[src/rtl/draw_field_pipe_pkg.sv]
// Shared types, field dimensions and palette for the field renderer.
// Game data layout: field[row][col] colour index, 4x4 preview block.
package draw_field_pipe_pkg;

  localparam int FIELD_ROW_CNT = 20;
  localparam int FIELD_COL_CNT = 10;
  localparam int TETRIS_COLORS_CNT = 8;
  localparam int CIDX_W = $clog2(TETRIS_COLORS_CNT);
  localparam int ROW_W = $clog2(FIELD_ROW_CNT);
  localparam int COL_W = $clog2(FIELD_COL_CNT);

  typedef logic [CIDX_W-1:0] cidx_t;

  typedef struct packed {
    cidx_t [FIELD_ROW_CNT-1:0][FIELD_COL_CNT-1:0] field;
    logic next_block_draw_en;
    cidx_t next_block_color;
    logic [3:0][3:0] next_block_data;
  } game_data_t;

  localparam logic [23:0] COLOR_BRICKS_0 = 24'h101010;
  localparam logic [23:0] COLOR_BRICKS_1 = 24'h00ffff;
  localparam logic [23:0] COLOR_BRICKS_2 = 24'h0000ff;
  localparam logic [23:0] COLOR_BRICKS_3 = 24'hff8000;
  localparam logic [23:0] COLOR_BRICKS_4 = 24'hffff00;
  localparam logic [23:0] COLOR_BRICKS_5 = 24'h00ff00;
  localparam logic [23:0] COLOR_BRICKS_6 = 24'h8000ff;
  localparam logic [23:0] COLOR_BRICKS_7 = 24'hff0000;
  localparam logic [23:0] COLOR_BORDERS = 24'h404040;
  localparam logic [23:0] COLOR_FLASH = 24'hffffff;
  localparam logic [23:0] COLOR_GRID = 24'h202020;

  typedef enum logic [1:0] {
    IDLE, ON, OFF, DONE
  } flash_state_t;

  function automatic logic [23:0] brick_color(input cidx_t idx);
    case (idx)
      3'd0: brick_color = COLOR_BRICKS_0;
      3'd1: brick_color = COLOR_BRICKS_1;
      3'd2: brick_color = COLOR_BRICKS_2;
      3'd3: brick_color = COLOR_BRICKS_3;
      3'd4: brick_color = COLOR_BRICKS_4;
      3'd5: brick_color = COLOR_BRICKS_5;
      3'd6: brick_color = COLOR_BRICKS_6;
      default: brick_color = COLOR_BRICKS_7;
    endcase
  endfunction

endpackage

[src/rtl/draw_field_flash_fsm.sv]
// Row-clear flash sequencer: start/busy/done handshake,
// frame and phase counters, latched row mask.
module draw_field_flash_fsm
  import draw_field_pipe_pkg::*;
#(
  parameter int FLASH_FRAMES = 8,
  parameter int FLASH_PHASES = 6
) (
  input  logic                     clk_i,
  input  logic                     rst_i,
  input  logic                     frame_start_i,
  input  logic                     flash_start_i,
  input  logic [FIELD_ROW_CNT-1:0] flash_rows_i,
  output logic [FIELD_ROW_CNT-1:0] rows_o,
  output logic                     flash_on_o,
  output logic                     busy_o,
  output logic                     done_o
);

  localparam logic [7:0] FRAMES = 8'(FLASH_FRAMES);
  localparam logic [7:0] PHASES = 8'(FLASH_PHASES);

  flash_state_t state_q, state_d;
  logic [7:0] frame_q, frame_d;
  logic [7:0] phase_q, phase_d;
  logic [FIELD_ROW_CNT-1:0] rows_q, rows_d;

  always_comb begin
    state_d = state_q;
    frame_d = frame_q;
    phase_d = phase_q;
    rows_d = rows_q;
    unique case (state_q)
      IDLE: begin
        if (flash_start_i) begin
          state_d = ON;
          rows_d = flash_rows_i;
          frame_d = FRAMES;
          phase_d = '0;
        end
      end
      ON, OFF: begin
        if (rows_q == '0) begin
          state_d = DONE;
        end else if (frame_start_i) begin
          if (frame_q == 8'd1) begin
            frame_d = FRAMES;
            phase_d = phase_q + 8'd1;
            if (phase_d == PHASES) state_d = DONE;
            else state_d = (state_q == ON) ? OFF : ON;
          end else begin
            frame_d = frame_q - 8'd1;
          end
        end
      end
      DONE: state_d = IDLE;
      default: state_d = IDLE;
    endcase
  end

  always_ff @(posedge clk_i) begin
    if (rst_i) begin
      state_q <= IDLE;
      frame_q <= '0;
      phase_q <= '0;
      rows_q <= '0;
    end else begin
      state_q <= state_d;
      frame_q <= frame_d;
      phase_q <= phase_d;
      rows_q <= rows_d;
    end
  end

  assign rows_o = rows_q;
  assign flash_on_o = (state_q == ON);
  assign busy_o = (state_q != IDLE);
  assign done_o = (state_q == DONE);

endmodule

[src/rtl/draw_field_pipe.sv]
// Pipelined field + preview renderer, 3-cycle latency, per-frame snapshot.
// Optional DRAW_FIELD_GRID_EN: inner border pixels render COLOR_GRID.
module draw_field_pipe
  import draw_field_pipe_pkg::*;
#(
  parameter int PIX_WIDTH = 12,
  parameter int BRICK_X = 30,
  parameter int BRICK_Y = 30,
  parameter int BORDER_X = 2,
  parameter int BORDER_Y = 2,
  parameter int MAIN_START_X = 300,
  parameter int MAIN_START_Y = 200,
  parameter int NBP_START_X = 650,
  parameter int NBP_BRICK_CNT = 6,
  parameter int FLASH_FRAMES = 8,
  parameter int FLASH_PHASES = 6
) (
  input  logic                     clk_i,
  input  logic                     rst_i,
  input  logic [PIX_WIDTH-1:0]     pix_x_i,
  input  logic [PIX_WIDTH-1:0]     pix_y_i,
  input  logic                     pix_valid_i,
  input  logic                     frame_start_i,
  input  game_data_t               game_data_i,
  input  logic [FIELD_ROW_CNT-1:0] flash_rows_i,
  input  logic                     flash_start_i,
  output logic                     flash_busy_o,
  output logic                     flash_done_o,
  output logic [23:0]              vga_data_o,
  output logic                     vga_data_en_o,
  output logic                     vga_valid_o
);

  localparam int PW = PIX_WIDTH;
  localparam int NB_W = $clog2(NBP_BRICK_CNT);
  localparam int NB_OFF_I = (NBP_BRICK_CNT - 4) / 2;
  localparam logic [PW-1:0] MSX = PW'(MAIN_START_X);
  localparam logic [PW-1:0] MSY = PW'(MAIN_START_Y);
  localparam logic [PW-1:0] NSX = PW'(NBP_START_X);
  localparam logic [PW-1:0] MEX =
    PW'(MAIN_START_X + FIELD_COL_CNT * BRICK_X + BORDER_X - 1);
  localparam logic [PW-1:0] MEY =
    PW'(MAIN_START_Y + FIELD_ROW_CNT * BRICK_Y + BORDER_Y - 1);
  localparam logic [PW-1:0] NEX =
    PW'(NBP_START_X + NBP_BRICK_CNT * BRICK_X + BORDER_X - 1);
  localparam logic [PW-1:0] NEY =
    PW'(MAIN_START_Y + NBP_BRICK_CNT * BRICK_Y + BORDER_Y - 1);
  localparam logic [PW-1:0] BXL = PW'(BRICK_X - 1);
  localparam logic [PW-1:0] BYL = PW'(BRICK_Y - 1);
  localparam logic [PW-1:0] BDX = PW'(BORDER_X);
  localparam logic [PW-1:0] BDY = PW'(BORDER_Y);
  localparam logic [PW-1:0] COLS = PW'(FIELD_COL_CNT);
  localparam logic [PW-1:0] ROWS = PW'(FIELD_ROW_CNT);
  localparam logic [PW-1:0] NBC = PW'(NBP_BRICK_CNT);
  localparam logic [PW-1:0] ONE = PW'(1);
  localparam logic [NB_W-1:0] NB_OFF = NB_W'(NB_OFF_I);
  localparam logic [NB_W-1:0] NB_LAST = NB_W'(NB_OFF_I + 3);

  typedef struct packed {
    logic [PW-1:0] idx;
    logic [PW-1:0] w;
  } cnt_t;

  typedef struct packed {
    logic m_in;
    logic m_brick;
    logic [ROW_W-1:0] m_row;
    logic [COL_W-1:0] m_col;
    logic p_in;
    logic p_brick;
    logic [NB_W-1:0] p_row;
    logic [NB_W-1:0] p_col;
    logic grid;
  } s1_t;

  typedef struct packed {
    logic inr;
    logic brick;
    cidx_t idx;
    logic flash;
    logic grid;
  } s2_t;

  function automatic cnt_t step(input cnt_t c,
                                input logic [PW-1:0] last);
    cnt_t r;
    r.idx = c.idx;
    r.w = c.w + ONE;
    if (c.w == last) begin
      r.idx = c.idx + ONE;
      r.w = '0;
    end
    return r;
  endfunction

  cnt_t mx_q, mx_d, px_q, px_d, y_q, y_d;
  cnt_t mx_c, px_c, y_c;
  logic [PW-1:0] y_last_q, y_last_d;
  game_data_t snap_q, snap_d;
  s1_t s1_q, s1_d;
  s2_t s2_q, s2_d;
  logic s1_valid_q, s1_valid_d;
  logic s2_valid_q, s2_valid_d;
  logic [23:0] rgb_q, rgb_d;
  logic en_q, en_d, valid_q, valid_d;
  logic flash_on;
  logic [FIELD_ROW_CNT-1:0] flash_rows;
  logic p_inner;
  logic [1:0] pr, pc;

  draw_field_flash_fsm #(
    .FLASH_FRAMES(FLASH_FRAMES),
    .FLASH_PHASES(FLASH_PHASES)
  ) u_flash (
    .clk_i        (clk_i),
    .rst_i        (rst_i),
    .frame_start_i(frame_start_i),
    .flash_start_i(flash_start_i),
    .flash_rows_i (flash_rows_i),
    .rows_o       (flash_rows),
    .flash_on_o   (flash_on),
    .busy_o       (flash_busy_o),
    .done_o       (flash_done_o)
  );

  // Counters hold the position of the next pixel; y advances per new line.
  always_comb begin
    mx_c = (pix_x_i == MSX) ? '0 : mx_q;
    px_c = (pix_x_i == NSX) ? '0 : px_q;
    if (pix_y_i == MSY) y_c = '0;
    else if (pix_y_i != y_last_q) y_c = step(y_q, BYL);
    else y_c = y_q;
    snap_d = frame_start_i ? game_data_i : snap_q;
    mx_d = mx_q;
    px_d = px_q;
    y_d = y_q;
    y_last_d = y_last_q;
    s1_d = s1_q;
    s1_valid_d = pix_valid_i;
    if (pix_valid_i) begin
      mx_d = step(mx_c, BXL);
      px_d = step(px_c, BXL);
      y_d = y_c;
      y_last_d = pix_y_i;
      s1_d.m_in = pix_x_i >= MSX && pix_x_i <= MEX &&
                  pix_y_i >= MSY && pix_y_i <= MEY;
      s1_d.m_brick = mx_c.w >= BDX && mx_c.idx < COLS &&
                     y_c.w >= BDY && y_c.idx < ROWS;
      s1_d.m_row = y_c.idx[ROW_W-1:0];
      s1_d.m_col = mx_c.idx[COL_W-1:0];
      s1_d.p_in = pix_x_i >= NSX && pix_x_i <= NEX &&
                  pix_y_i >= MSY && pix_y_i <= NEY;
      s1_d.p_brick = px_c.w >= BDX && px_c.idx < NBC &&
                     y_c.w >= BDY && y_c.idx < NBC;
      s1_d.p_row = y_c.idx[NB_W-1:0];
      s1_d.p_col = px_c.idx[NB_W-1:0];
`ifdef DRAW_FIELD_GRID_EN
      s1_d.grid = s1_d.m_in && !s1_d.m_brick &&
                  !((mx_c.idx == '0 && mx_c.w < BDX) ||
                    mx_c.idx == COLS ||
                    (y_c.idx == '0 && y_c.w < BDY) ||
                    y_c.idx == ROWS);
`else
      s1_d.grid = 1'b0;
`endif
    end
  end

  always_comb begin
    p_inner = s1_q.p_row >= NB_OFF && s1_q.p_row <= NB_LAST &&
              s1_q.p_col >= NB_OFF && s1_q.p_col <= NB_LAST;
    pr = 2'(s1_q.p_row - NB_OFF);
    pc = 2'(s1_q.p_col - NB_OFF);
    s2_d = s2_q;
    s2_valid_d = s1_valid_q;
    if (s1_valid_q) begin
      s2_d.inr = s1_q.m_in || s1_q.p_in;
      s2_d.grid = s1_q.grid;
      s2_d.idx = '0;
      s2_d.flash = 1'b0;
      if (s1_q.m_in) begin
        s2_d.brick = s1_q.m_brick;
        if (s1_q.m_brick) begin
          s2_d.idx = snap_q.field[s1_q.m_row][s1_q.m_col];
          s2_d.flash = flash_on && flash_rows[s1_q.m_row];
        end
      end else begin
        s2_d.brick = s1_q.p_brick;
        if (s1_q.p_brick && p_inner && snap_q.next_block_draw_en &&
            snap_q.next_block_data[pr][pc])
          s2_d.idx = snap_q.next_block_color;
      end
    end
  end

  always_comb begin
    rgb_d = rgb_q;
    en_d = en_q;
    valid_d = s2_valid_q;
    if (s2_valid_q) begin
      en_d = s2_q.inr;
      if (!s2_q.inr) rgb_d = COLOR_BORDERS;
      else if (!s2_q.brick)
        rgb_d = s2_q.grid ? COLOR_GRID : COLOR_BORDERS;
      else if (s2_q.flash) rgb_d = COLOR_FLASH;
      else rgb_d = brick_color(s2_q.idx);
    end
  end

  always_ff @(posedge clk_i) begin
    if (rst_i) begin
      mx_q <= '0;
      px_q <= '0;
      y_q <= '0;
      y_last_q <= '0;
      snap_q <= '0;
      s1_q <= '0;
      s2_q <= '0;
      s1_valid_q <= 1'b0;
      s2_valid_q <= 1'b0;
      rgb_q <= '0;
      en_q <= 1'b0;
      valid_q <= 1'b0;
    end else begin
      mx_q <= mx_d;
      px_q <= px_d;
      y_q <= y_d;
      y_last_q <= y_last_d;
      snap_q <= snap_d;
      s1_q <= s1_d;
      s2_q <= s2_d;
      s1_valid_q <= s1_valid_d;
      s2_valid_q <= s2_valid_d;
      rgb_q <= rgb_d;
      en_q <= en_d;
      valid_q <= valid_d;
    end
  end

  assign vga_data_o = rgb_q;
  assign vga_data_en_o = en_q;
  assign vga_valid_o = valid_q;

endmodule

[config.mk]
export PLATFORM = sky130hd
export DESIGN_NAME = draw_field_pipe
export DESIGN_NICKNAME = d
export VERILOG_FILES = /design/src/rtl/draw_field_pipe_pkg.sv /design/src/rtl/draw_field_flash_fsm.sv /design/src/rtl/draw_field_pipe.sv
export SDC_FILE = /design/constraint.sdc
export NUM_CORES = 2
export LEC_CHECK = 0
export ABC_CLOCK_PERIOD_IN_PS = 9800
export CAP_MARGIN = 10
export CORE_MARGIN = 10
export CORE_UTILIZATION = 56
export DETAILED_ROUTE_END_ITERATION = 6
export PLACE_DENSITY_LB_ADDON = 0.08
export RECOVER_POWER = 50
export SLEW_MARGIN = 5
export SYNTH_ARGS = -nofsm -noshare
export SYNTH_HDL_FRONTEND = slang
export SYNTH_SLANG_ARGS = --single-unit
[constraint.sdc]
create_clock -name clk_i -period 9.8 [get_ports clk_i]
set_input_delay 2.94 -clock clk_i [delete_from_list [all_inputs] [get_ports clk_i]]
set_output_delay 2.94 -clock clk_i [all_outputs]
set_load 0.03 [all_outputs]
==> results by group <==
Run status
  – Status: complete, but fails checks
  – Violated checks: capacitance limit, slew limit

Power
  – Share of power burned in the clock network: 41.8%
  – Ratio of total power to cell area: 171 nW/µm²
  – Leak Pwr: 18.4 nW
  – Internal cell power: 5.80 mW
  – Sw Ratio: 24.6%
  – Worst VDD drop: 0.143 mV
  – Combinational fraction of design power: 13.2%
  – Net switching power: 1.89 mW
  – Register share of total power: 44.9%
  – Total design power: 7.69 mW

Logic synthesis
  – Gate count after technology mapping: 3,519
  – FF+latch count, synth: 774
  – Post-synthesis instance area: 35,100 µm²
  – Most numerous cell in the Yosys netlist: dfxtp_1
  – Avg Inst Size Synth: 9.98 µm²
  – Count of synthesis-stage warnings from yosys: 0
  – Proportion of synthesized chip area in sequential cells: 44.1%
  – Post-synth EDFFs: 0
  – Dominant synthesized flop cell: dfxtp_1
  – Biggest area contributors in the synthesized netlist: dfxtp_1 (44%), mux2i_1 (20%), mux4_2 (9.0%)
  – Commonest cells post-synth: dfxtp_1 (774), nor2_1 (752), mux2i_1 (696)
  – Library cells used by synthesis: 89
  – Async set or reset register ratio after synthesis: 0%
  – Portion of synthesized cell area occupied by the leading cell type: 44.1%
  – Most area-hungry cell type in the Yosys netlist: dfxtp_1
  – Synthesized Nets: 4,210

Clocking
  – Clock-pin slew of the registers on the worst-case setup and hold paths: 0.06 ns
  – Resized cells post-CTS: 0
  – Cts bufs inserted: 81
  – Clock tree from TritonCTS: done
  – H-tree levels: 3
  – Clock insertion delay at the later pin of the skew report: 0.64 ns
  – Root cell of the clock tree: clkbuf_16
  – Max clock buf depth: 3
  – Total number of clock tree sinks: 774
  – Count of hold buffers inserted by post-cts repair: 0
  – Post-CTS Setup Repair Bufs: 0

Setup path
  – Kind of critical path: in2reg
  – Maximum fanout count along the critical path: 92
  – Worst r2r src: y_q[12]
  – Worst-case register-to-register setup slack: 6.05 ns
  – R2R Path End: s2_q[4]
  – Critical path startpoint category: input pin
  – Worst Setup End Kind: flip-flop
  – Reg2Reg Depth: 9
  – Arr. time, crit path: 8.08 ns
  – Required time at the endpoint of the critical path: 10.31 ns

Worst hold path
  – End point of the most critical hold path: vga_data_o[20]
  – Hold Startpoint: vga_data_o[20]
  – Number of cells traversed by the worst hold path: 2
  – Worst min path class: reg2reg

Routing
  – M1 WL: 47,800 µm
  – First drt pass iteration count: 6
  – Number of nets with antenna violations after detailed routing: 0
  – Metal2 WL: 59,100 µm
  – Avg WL per Cell: 24.1 µm
  – Highest routing layer actually used: met5
  – First DRT Iteration DRCs: 2,694
  – DRC Markers: 0
  – Number of vias after detailed routing: 28,900
  – Overall routed net length: 120,000 µm
  – Post-DR vias/cell: 5.78
  – Met3 Wirelength: 9090 µm

Floorplan
  – Number of core rows: 91
  – Number of top-level pins: 697
  – Starting Density: 56.7%
  – Die outline height: 270 µm
  – Die outline width: 270 µm
  – Area of the core: 61,900 µm²
  – Die Footprint: 73,100 µm²

Global routing
  – Vias in the first global route: 28,200
  – GRT Util Overall: 31.2%
  – Wire length of the first global-routing pass: 177,000 µm
  – Pin count of the biggest net entering global routing: 206
  – Initial antenna violation count: 73
  – Global route overflow: 0

Timing
  – Setup repair after global routing missed its margin: no
  – Headroom to the max-slew limit: -180%
  – Worst Tran Pin Value: 4.20 ns
  – Total negative slack for setup checks: 0 ns
  – Final setup violation count: 0
  – Final hold vios: 0
  – Final slew viol count: 188
  – Fin crit period: 7.57 ns
  – Final Skew: 0.0176 ns
  – Highest achievable clock rate: 132 MHz
  – Crit share post-route: 77.2%

Place
  – Cell area after placement: 42,200 µm²
  – Post-detailed-placement half-perimeter wirelength: 88,300 µm
  – Input/output buffers: 696
  – Global placement routability congestion: 0.898
  – DP Cell Count: 4,807

Job
  – Max-cap viol count: 2

Final layout
  – Footprint of the multi-input gates: 18,300 µm²
  – Proportion of layout cells with a drive suffix above 1: 8.41%
  – Number of fillers in the final layout: 4,708
  – Design area: 45,100 µm²
  – Sequential Area: 15,500 µm²
  – Post-route core utilization: 72.8%
  – Fin nets: 4,744
  – Layout area overhead: 28.4%
  – Final instance count without filler cells: 5,000
==> flip-flops by register name, indices dropped and copies added, names as in the netlist, 2 cells and up <==
signal / flops
snap_q: 620
mx_q: 24
px_q: 24
y_q: 24
u_flash.rows_o: 20
y_last_q: 12
s1_q: 11
vga_data_o: 11
u_flash.frame_q: 8
u_flash.phase_q: 8
s2_q: 6
u_flash.state_q: 2
==> metal layers <==
| metal | up-vias | global-route usage [%] |
|---|---|---|
| li1 | 13600 | - |
| met1 | 14100 | 37.2 |
| met2 | 969 | 51.6 |
| met3 | 233 | 9.15 |
| met4 | 50 | 13.9 |
| met5 | - | 0 |
==> critical path, stage by stage <==
cell	delay [ns]
clkbuf_1	2.89
buf_4	0.97
or2_0	0.76
o21ai_0	0.20
a22o_1	0.27
==> logic make-up (layout without fill, tap and decap cells) <==
logic type | count (synthesis) | count (layout) | share of synthesized area, %
muxes | 842 | 842 | 29.0
buffers and inverters | 313 | 909 | 3.93
adders and majority gates | 22 | 22 | 0.784
and+or+nand+nor | 1180 | 1180 | 14.5
other | 0 | 48 | 0
AOI/OAI and AO/OA | 340 | 340 | 6.48
DFF | 774 | 774 | 44.1
xor gates and xnor gates | 48 | 48 | 1.20
==> worst max-delay path by stage <==
stage | to | cells after the start | from
CTS | mx_q[23] | 11 | pix_x_i[8]
floorplan | mx_q[23] | 13 | pix_x_i[0]
global route | px_q[6] | 5 | rst_i
finish | px_q[11] | 5 | rst_i
global placement | mx_q[11] | 11 | pix_x_i[3]
detailed placement | mx_q[23] | 11 | pix_x_i[8]
==> metrics by stage <==
| stage | hold WS, ns | worst slack, ns |
|---|---|---|
| floorplan | 0.425 | 3.87 |
| global placement | 0.445 | 3.09 |
| detailed placement | 0.451 | 3.05 |
| CTS | 0.471 | 3.71 |
| global route | 0.491 | 1.74 |
| finish | 0.467 | 2.23 |
==> power groups by stage <==
stage | Sequential [mW] | Clock (mW) | Combinational, mW
floorplan | 3.48 | 0 | 0.596
global placement | 3.51 | 0 | 0.989
detailed placement | 3.52 | 0 | 1.01
CTS | 3.45 | 3.25 | 1.02
global route | 3.48 | 3.38 | 1.11
finish | 3.46 | 3.22 | 1.02
==> cell type report <==
| class | count | share of cell area (%) |
|---|---|---|
| clock inverters | 33 | 0.952 |
| flip-flops and latches | 774 | 34.4 |
| well taps | 837 | 2.32 |
| repair buffers | 727 | 16.1 |
| inverters | 37 | 0.308 |
| multi-input cells | 2432 | 40.5 |
| diodes | 48 | 0.266 |
| clock buffers | 112 | 5.18 |
==> cells in the final DEF, fill, tap and decap left out, drive strengths merged, types with 21 or more instances in the layout <==
master / instances
xor2: 22
nor2: 753
ha: 22
clkbuf: 115
buf: 31
a31oi: 21
mux2i: 696
diode: 48
nand3: 38
o22ai: 24
nor3: 27
mux4: 140
inv: 42
o21ai: 72
a21oi: 83
xnor2: 26
clkdlybuf4s50: 675
nand2: 198
and3: 27
nand4: 22
nor4: 26
dfxtp: 774
Note: power is estimated with default switching activity, not from simulation.
